File: src/rtl/fir_requant_buffer.sv
// Requantizes the firfilter accumulator stream (decimate, round, shift, saturate) into a
// small first-word-fall-through FIFO. Optional saturation counter: FIR_REQUANT_SATCNT_EN.
module fir_requant_buffer #(
  parameter int IN_WIDTH   = 38,
  parameter int OUT_WIDTH  = 16,
  parameter int SHIFT      = 15,
  parameter int DECIM      = 1,
  parameter int FIFO_DEPTH = 16
) (
  input  logic                 clk,
  input  logic                 reset,
  input  logic                 i_valid,
  input  logic [IN_WIDTH-1:0]  i_data,
  output logic                 o_valid,
  input  logic                 o_ready,
  output logic [OUT_WIDTH-1:0] o_data,
  output logic                 o_sat,
  output logic                 o_overflow
`ifdef FIR_REQUANT_SATCNT_EN
  ,
  output logic [15:0]          o_sat_count
`endif
);

  localparam int CW = (DECIM > 1) ? $clog2(DECIM) : 1;
  localparam int AW = $clog2(FIFO_DEPTH);

  // 2^(SHIFT-1), or zero when no shift is applied.
  localparam logic signed [IN_WIDTH:0] RND = ({{IN_WIDTH{1'b0}}, 1'b1} << SHIFT) >> 1;
  localparam logic signed [IN_WIDTH:0] SAT_MAX =
    {{(IN_WIDTH-OUT_WIDTH+2){1'b0}}, {(OUT_WIDTH-1){1'b1}}};
  localparam logic signed [IN_WIDTH:0] SAT_MIN =
    {{(IN_WIDTH-OUT_WIDTH+2){1'b1}}, {(OUT_WIDTH-1){1'b0}}};
  localparam logic [OUT_WIDTH-1:0] OUT_MAX = {1'b0, {(OUT_WIDTH-1){1'b1}}};
  localparam logic [OUT_WIDTH-1:0] OUT_MIN = {1'b1, {(OUT_WIDTH-1){1'b0}}};

  // Decimation: keep the sample seen while the counter is zero.
  logic [CW-1:0] dec_cnt;
  logic          keep;

  assign keep = i_valid && (dec_cnt == '0);

  always_ff @(posedge clk) begin
    if (reset) begin
      dec_cnt <= '0;
    end else if (i_valid) begin
      dec_cnt <= (dec_cnt == CW'(DECIM-1)) ? '0 : dec_cnt + CW'(1);
    end
  end

  // Stage 1: sign-extend one bit so the rounding add cannot wrap, then shift.
  logic signed [IN_WIDTH:0] ext;
  logic signed [IN_WIDTH:0] rounded;
  logic signed [IN_WIDTH:0] s1_data;
  logic                     v1;

  assign ext     = {i_data[IN_WIDTH-1], i_data};
  assign rounded = ext + RND;

  always_ff @(posedge clk) begin
    if (reset) begin
      v1      <= 1'b0;
      s1_data <= '0;
    end else begin
      v1 <= keep;
      if (keep) s1_data <= rounded >>> SHIFT;
    end
  end

  // Stage 2: clamp to the signed output range.
  logic                 clamp_hi;
  logic                 clamp_lo;
  logic [OUT_WIDTH-1:0] sat_val;
  logic [OUT_WIDTH-1:0] s2_data;
  logic                 v2;

  assign clamp_hi = s1_data > SAT_MAX;
  assign clamp_lo = s1_data < SAT_MIN;
  assign sat_val  = clamp_hi ? OUT_MAX : (clamp_lo ? OUT_MIN : s1_data[OUT_WIDTH-1:0]);

  always_ff @(posedge clk) begin
    if (reset) begin
      v2      <= 1'b0;
      s2_data <= '0;
      o_sat   <= 1'b0;
    end else begin
      v2 <= v1;
      if (v1) s2_data <= sat_val;
      if (v1 && (clamp_hi || clamp_lo)) o_sat <= 1'b1;
    end
  end

`ifdef FIR_REQUANT_SATCNT_EN
  always_ff @(posedge clk) begin
    if (reset) begin
      o_sat_count <= '0;
    end else if (v1 && (clamp_hi || clamp_lo) && (o_sat_count != 16'hFFFF)) begin
      o_sat_count <= o_sat_count + 16'd1;
    end
  end
`endif

  // Output handshake: a word transfers on a rising edge where o_valid && o_ready; o_valid
  // and o_data depend only on registered state and hold steady until that transfer.
  logic [OUT_WIDTH-1:0] mem [FIFO_DEPTH];
  logic [AW-1:0]        wr_ptr;
  logic [AW-1:0]        rd_ptr;
  logic [AW:0]          count;
  logic                 full;
  logic                 rd;
  logic                 wr;

  assign full    = (count == (AW+1)'(FIFO_DEPTH));
  assign rd      = o_valid && o_ready;
  assign wr      = v2 && (!full || rd);
  assign o_valid = (count != '0);
  assign o_data  = o_valid ? mem[rd_ptr] : '0;

  always_ff @(posedge clk) begin
    if (wr) mem[wr_ptr] <= s2_data;
  end

  always_ff @(posedge clk) begin
    if (reset) begin
      wr_ptr     <= '0;
      rd_ptr     <= '0;
      count      <= '0;
      o_overflow <= 1'b0;
    end else begin
      if (wr) wr_ptr <= wr_ptr + AW'(1);
      if (rd) rd_ptr <= rd_ptr + AW'(1);
      if (wr && !rd)      count <= count + (AW+1)'(1);
      else if (rd && !wr) count <= count - (AW+1)'(1);
      if (v2 && full && !rd) o_overflow <= 1'b1;
    end
  end

endmodule

File: config.mk
export PLATFORM = sky130hd
export DESIGN_NAME = fir_requant_buffer
export DESIGN_NICKNAME = d
export VERILOG_FILES = /design/src/rtl/fir_requant_buffer.sv
export SDC_FILE = /design/constraint.sdc
export NUM_CORES = 1
export LEC_CHECK = 0
export CAP_MARGIN = 25
export CORE_ASPECT_RATIO = 0.9
export CORE_MARGIN = 2
export CORE_UTILIZATION = 40
export CTS_CLUSTER_SIZE = 20
export DETAILED_ROUTE_END_ITERATION = 7
export HOLD_SLACK_MARGIN = 0.12
export PLACE_DENSITY = 0.54
export SLEW_MARGIN = 40
export SYNTH_ARGS = -nofsm -noshare
export SYNTH_HDL_FRONTEND = slang
export SYNTH_SLANG_ARGS = --single-unit
File: constraint.sdc
create_clock -name clk -period 6.9 [get_ports clk]
set_input_delay 0.69 -clock clk [delete_from_list [all_inputs] [get_ports clk]]
set_output_delay 0.69 -clock clk [all_outputs]
set_load 0.05 [all_outputs]
## Word-level counts from Yosys, hierarchy flattened

Memories as Yosys holds them, arrays and structs flattened. A register that Yosys moved wholly into a read port is not among the register bits.
Cells that the tools add are included.

| word-level totals | value |
|---|---|
| logic and storage cells | 46 |
| memory bits (writable) | 256 |
| register bits | 58 |
| latch bits | 0 |
| bits in read-only memories | 0 |
| memories kept | 1 |
| output and inout port bits | 19 |
| input port bits | 42 |

| cells by class | value |
|---|---|
| $add $sub $neg | 6 |
| bitwise gates (word level) | 1 |
| reduce and logical (&&, ||, !) cells | 15 |
| equal/unequal tests | 1 |
| magnitude comparators | 2 |
| shift operators | 0 |
| divide/modulo/power cells | 0 |
| muxes and demuxes | 10 |
| $mul | 0 |

Memories:

| memory | depth | bits a word | rd ports | clocked after Yosys merged registers in | write ports | line | text |
|---|---|---|---|---|---|---|---|
| mem | 16 | 16 | 1 | 1 | 1 | 105 | `logic [OUT_WIDTH-1:0] mem [FIFO_DEPTH];` |

Operator list:

| kind | count |
|---|---|
| 2-to-1 mux 16 bit | 3 |
| adder 38 x 16 -> 39 bit, second input constant | 1 |
| > comparator 24 x 16 -> 1 bit, second input constant | 1 |
| less-than comparator 24 x 16 -> 1 bit, second input constant | 1 |
| 2-to-1 mux 5 bit | 2 |
| adder 4 x 1 -> 4 bit, second input constant | 2 |
| logical AND 1 bit | 8 |
| 2-to-1 mux 4 bit | 2 |
| adder 5 x 1 -> 5 bit, second input constant | 1 |
| equality test 5 bit, second input constant | 1 |
| nonzero test 5 bit | 1 |
| subtractor 5 x 1 -> 5 bit, second input constant | 1 |
| zero test 1 bit | 3 |
| 2-to-1 mux 1 bit | 3 |
| logical OR 1 bit | 2 |
| nonzero test 2 bit | 1 |
| adder 1 bit, second input constant | 1 |
| inverter 1 bit | 1 |

## Logic depth before layout (Yosys ltp)

Gate-level depths: netlist of run 1.

| depth | value |
|---|---|
| depth in word-level cells | 8 |
| gate-level depth with buffers | 11 |
| gate-level depth less buffers | 10 |

## Worst setup path before layout of run 1

OpenSTA, ideal clock, no wires.

| timing path | value |
|---|---|
| path type | register to output |
| start point | reg count[0] |
| end point | out o_data[10] |
| path slack | 3690 ps |
| required time | 6210 ps |
| arrival | 2520 ps |
| buffers on the path | 2 |
| stages on the path, launching flop included | 7 |
| cells stage by stage | dfxtp_1 or4_1 clkbuf_1 or2_1 nand3b_1 buf_2 o221ai_1 |

| between the ends | value |
|---|---|
| cells in the longest elaborated chain, start to end | 2 |

Ends and longest elaborated chain:

| element | line | text |
|---|---|---|
| start: declaration | 108 | `logic [AW:0] count;` |
| start signal: assignment | 132 | `if (wr && !rd) count <= count + (AW+1)'(1);` |
| start signal: assignment | 133 | `else if (rd && !wr) count <= count - (AW+1)'(1);` |
| nonzero test 5 bit | 116 | `assign o_valid = (count != '0);` |
| net o_valid | 14 | `output logic o_valid,` |
| 2-to-1 mux 16 bit | 117 | `assign o_data = o_valid ? mem[rd_ptr] : '0;` |
| end: declaration | 16 | `output logic [OUT_WIDTH-1:0] o_data,` |

The timed path passes the listed nets, and every way through them passes these cells.

## Worst setup path after layout of run 1

| timing path | value |
|---|---|
| start point | reg count[0] |
| end point | out o_data[13] |

| between the ends | value |
|---|---|
| cells in the longest elaborated chain, start to end | 2 |

Ends and longest elaborated chain:

| element | line |
|---|---|
| nonzero test 5 bit | 116 |
| 2-to-1 mux 16 bit | 117 |

No other way between the ends.

==> results of run 1 <==
[metal layers]
layer  part of all wire  wire [µm]  vias to the layer above  track usage
li1                   -          -                     3064            -
met1               0.46      12400                     3495        0.241
met2               0.48      13000                      169        0.279
met3              0.048       1320                       43       0.0313
met4              0.016        439                        0       0.0435
met5                  0          0                        -            0
[critical path, cell delays in order, from the launching register on]
cell and delay [ns]:
dfxtp_1 0.35, or4_1 0.69, or2_1 0.32, nand3b_1 0.49, buf_6 0.24, o221ai_1 0.19, clkdlybuf4s50_1 0.77
[sequential cells by signal (all words and copies together) (netlist names), named ones only]
name / flops
mem: 256
s1_data: 24
s2_data: 16
count: 5
rd_ptr: 4
wr_ptr: 4
o_overflow: 1
o_sat: 1
v1: 1
v2: 1
[cell usage after synthesis, drive strengths merged (5+ instances only)]
cell    number
ha          10
o31ai        8
or3          7
a211oi      10
a311oi      11
inv         25
o221ai      16
clkbuf      23
and3         6
dfxtp       61
nand2       39
nand4        5
nor2        59
or4          7
nand3        8
edfxtp     256
nor4         7
mux2i       22
and2         8
mux4        64
o21ai       23
a21oi        6
and4         6
xor2         9
xnor2       10
buf         17
[worst paths after layout]
path	cells after the start	to	slack [ns]	start
worst max-delay path	6	o_data[13]	2.65	count[0]
worst min-delay path	2	o_sat	0.46	o_sat
worst max register to register	10	count[4]	3.45	count[0]
worst min register to register	2	o_sat	0.46	o_sat
[logic make-up (layout without fill, tap and decap cells)]
| logic type | Yosys count | count (layout) | synth area share |
|---|---|---|---|
| AOI/OAI and AO/OA | 83 | 83 | 0.0469 |
| adders and majority gates | 11 | 11 | 0.0115 |
| muxes | 87 | 87 | 0.133 |
| xor gates and xnor gates | 19 | 19 | 0.0132 |
| buffers and inverters | 65 | 142 | 0.0211 |
| DFF | 317 | 317 | 0.707 |
| and+or+nand+nor | 168 | 168 | 0.0672 |
[cell type report]
cell class,instances,area [µm²]
multi-input cells,368,3440
repair buffers,57,563
clock inverters,16,106
flip-flops and latches,317,8920
inverters,25,93.8
fillers,2616,16300
well taps,409,512
clock buffers,44,930
[per-stage QoR]
stage	area [µm²]	setup slack [ns]
after global routing	14600	2.50
after floorplan	12600	3.69
after detailed placement	13500	3.14
after CTS	14600	2.61
final	14600	2.65
after global placement	13500	2.87
[power by group]
group          internal [mW]  leakage (nW)  switching (mW)
clock network          0.989         0.516           0.704
logic                  0.365          1.36           0.500
registers               2.12          2.87          0.0950
==> flow_summary_export.csv, run 1 <==
group,metric,value,unit
outcome,status,"complete, no violations",
global_routing,grt_max_degree,51,
min_path,holdCritPathClass,"flop to flop",
cts,clkSlewWorstSetupHoldPaths,0.06,ns
job,cap_violations,0,
route,routed_via_density,5.48,
placed_design,dp_hpwl,16.2,mm
synthesis,synth_edf_count,256,
cts,cts_setup_buffers,0,
floorplan,die_y,172,µm
synthesis,ys.warnings.count,0,
timing,skew,0.0167,ns
cells_and_area,layout.nets,856,
setup_path,end_kind,"primary output",
global_routing,antenna_found_initial,0,
timing,setup_viol,0,
synthesis,synth_ff_type,"edfxtp_1",
synthesis,syn-cell-area,12600,µm²
cts,numCtsBuffers,34,
timing,slew_violations,0,
power_and_ir_drop,p_leak,4.74,nW
floorplan,rows,61,
synthesis,ys_seq_area_frac,0.707,
cells_and_area,final_layout_size_suffix_gt1_frac,0.177,
timing,finalCriticalPeriod,4.25,ns
setup_path,critPathKind,"flop to primary output",
placed_design,dp_cells,1176,
placed_design,port_buffers,46,
floorplan,die_area,32900,µm²
synthesis,avgSynthCellArea,16.8,µm²
setup_path,cp-start-kind,"flop",
power_and_ir_drop,powerDensity,328,nW/µm²
cells_and_area,utilization,0.471,
floorplan,die_w,191,µm
timing,finalHoldViolations,0,
cells_and_area,n_antenna_cell,0,
synthesis,ys_types,48,
timing,worst_slew_pin_slew,0.785,ns
route,drtAntennaViolNets,0,
global_routing,grt_overflow_total,0,
synthesis,ys_top_cells_by_area,"edfxtp_1, mux4_2, dfxtp_1, nor2_1, mux2i_1",
synthesis,ys_ff_latch,317,
cts,cts_tree,"done",
cts,clockRootBuffer,"clkbuf_16",
floorplan,core_area,30900,µm²
setup_path,required,6.21,ns
floorplan,io_pins,61,
global_routing,grt_pass1_vias,6984,
route,drtIter0Drc,655,
timing,grt_setup_unrepaired,"no",
synthesis,synth_area_leader_cell,"edfxtp_1",
synthesis,async_reset_ff_frac,0,
cells_and_area,final_cells,1236,
timing,finalSetupTns,0,ns
cells_and_area,final_cell_mix,"edfxtp_1, mux4_2, dfxtp_1, nor2_1, clkdlybuf4s50_1",
cts,h-tree-depth,2,
timing,hold_slack,0.458,ns
cts,worstSkewPairLatency,0.51,ns
synthesis,netlist_instances,750,
route,dr.pass1.iters,5,
power_and_ir_drop,vdd_drop_max,0.270,mV
setup_path,path_max_fanout,9,
synthesis,yosysTopAreaCellShare,0.610,
route,post-route-drc-count,0,
global_routing,grt_usage,0.172,
cts,cts_num_sinks,317,
route,vias,6771,
timing,finalCritPeriodShare,0.616,
route,wl_per_cell,22.0,µm
cts,cts-hold-fix-buffers,0,
timing,slew_headroom,0.477,
cells_and_area,final_common_cell,"edfxtp_1",
floorplan,initial_core_util,0.407,
cells_and_area,synthToLayoutAreaGrowth,15.6,%
setup_path,cp.arrival,3.56,ns
cts,post_cts_resized,0,
synthesis,synth_fp_nets,803,
timing,fmax,0.235,GHz
power_and_ir_drop,finalPower,4.77,mW
global_routing,grt_pass1_wl,41.4,mm
placed_design,routabilityCongestion,0.789,
cts,cts_buffer_depth,3,
route,drt_wl_total,27.2,mm
(Power assumes the default switching activity.)
==> run 2, diff against run 1 <==
- clock period: 6.9 -> 4.3 ns (I/O delays scaled with it)
==> run 2 against run 1 <==
Via count is 1.2% higher. Register-to-register slack worse by 2.7 ns. First-iteration DRC count is 16% lower.
==> flow_summary_export.csv, run 2 (synthesized netlist as in run 1, its figures left out) <==
group,metric,value,unit
setup_path,critPathKind,"flop to primary output",
min_path,holdCritPathClass,"flop to flop",
global_routing,grt_max_degree,50,
route,drtIter0Drc,549,
cells_and_area,reg_top3,"mem x256, s1_data x24, s2_data x16",
placed_design,port_buffers,46,
floorplan,rows,61,
cells_and_area,final_cell_mix,"edfxtp_1, mux4_2, nor2_1, dfxtp_1, clkdlybuf4s50_1",
route,post-route-drc-count,0,
timing,worst_slack,0.492,ns
floorplan,io_pins,61,
floorplan,die_area,32900,µm²
power_and_ir_drop,p_leak,4.84,nW
floorplan,core_area,30900,µm²
global_routing,grt_usage,0.176,
placed_design,routabilityCongestion,0.814,
global_routing,grt_overflow_total,0,
setup_path,crit_cells,6,
setup_path,required,3.87,ns
route,dr.pass1.iters,5,
setup_path,critPathSlowestCell,"clkdlybuf4s50_1",
cts,clockRootBuffer,"clkbuf_16",
route,routed_via_density,5.48,
cts,cts_tree,"done",
setup_path,cp.arrival,3.38,ns
route,drt_wl_total,28.0,mm
cts,h-tree-depth,2,
cts,cts_buffer_depth,3,
timing,finalSetupTns,0,ns
global_routing,antenna_found_initial,0,
cells_and_area,layout.nets,871,
timing,slew_headroom,0.455,
global_routing,grt_pass1_vias,6956,
placed_design,post-place-ws,0.771,ns
placed_design,dp_hpwl,17.0,mm
cts,numCtsBuffers,34,
setup_path,cp-start-kind,"flop",
floorplan,initial_core_util,0.407,
route,drtAntennaViolNets,0,
cells_and_area,final_layout_size_suffix_gt1_frac,0.172,
timing,skew,0.0196,ns
cells_and_area,n_antenna_cell,0,
cts,cts_setup_buffers,0,
timing,slew_violations,0,
setup_path,end_kind,"primary output",
timing,grt_setup_unrepaired,"no",
setup_path,path_delay_family,"simple AND/OR/NAND/NOR gates",
setup_path,path_cells,"or4_1, or2_1, nand3b_1, buf_4, o221ai_1, clkdlybuf4s50_1",
outcome,status,"complete, no violations",
timing,worst_slew_pin_slew,0.817,ns
route,vias,6855,
cts,clkSlewWorstSetupHoldPaths,0.05,ns
min_path,min_path_cells,2,
floorplan,die_y,172,µm
job,cap_violations,0,
timing,finalCritPeriodShare,0.886,
setup_path,worst-path-buf-inv,2,
route,wl_per_cell,22.4,µm
cells_and_area,synthToLayoutAreaGrowth,16.8,%
cts,cts-hold-fix-buffers,0,
cts,cts_num_sinks,317,
power_and_ir_drop,vdd_drop_max,0.320,mV
setup_path,max_stage_delay,0.78,ns
power_and_ir_drop,powerDensity,531,nW/µm²
cells_and_area,top_register,"mem",
cells_and_area,largest_reg_flops,256,
timing,finalCriticalPeriod,3.81,ns
cts,worstSkewPairLatency,0.51,ns
global_routing,grt_pass1_wl,42.5,mm
timing,finalHoldViolations,0,
floorplan,die_w,191,µm
timing,fmax,0.263,GHz
timing,setup_viol,0,
cts,post_cts_resized,0,
setup_path,r2r_cells,10,
cells_and_area,final_common_cell,"edfxtp_1",
setup_path,path_max_fanout,16,
run 2: power breakdown:
part	leakage, nW	switching [mW]	internal (mW)
clock	0.529	1.12	1.73
combinational	1.44	0.829	0.603
sequential	2.87	0.141	3.40
total	4.84	2.09	5.73
run 2: worst reg2reg max path, stage by stage (launching register included):
cell	delay (ns)
dfxtp_1	0.35
or4_1	0.70
o21ai_1	0.47
inv_1	0.21
ha_1	0.27
inv_1	0.16
ha_1	0.30
a21o_1	0.20
a21oi_1	0.18
mux2i_1	0.23
mux2_2	0.34
run 2: routing by layer:
layer	share of wire	vias up	track usage
met4	0.017	0	0.0411
met3	0.043	38	0.0260
met5	0	-	0
met2	0.50	166	0.296
met1	0.44	3562	0.244
li1	-	3089	-
run 2: path summary, 6_finish.rpt:
check | slack, ns | startpoint | endpoint
max reg2reg | 0.77 | count[0] | count[4]
min reg2reg | 0.46 | o_sat | o_sat
min | 0.46 | o_sat | o_sat
max | 0.49 | count[0] | o_data[0]
run 2: area by class of cell:
type	instances	area [µm²]
well taps	409	512
fillers	2612	16200
clock buffers	49	958
clock inverters	11	133
inverters	25	93.8
flip-flops and latches	317	8920
multi-input cells	368	3420
repair buffers	72	681
run 2: through the flow:
| step | utilization | hold slack [ns] | total power, mW | area, µm² | cells |
|---|---|---|---|---|---|
| after floorplan | - | 0.461 | 4.56 | 12600 | 750 |
| after global placement | 0.441 | 0.460 | 5.03 | 13600 | 1191 |
| after detailed placement | 0.441 | 0.453 | 5.06 | 13600 | 1191 |
| after CTS | 0.476 | 0.469 | 7.91 | 14700 | 1251 |
| after global routing | 0.476 | 0.490 | 8.14 | 14700 | 1251 |
| final | 0.476 | 0.463 | 7.82 | 14700 | 1251 |
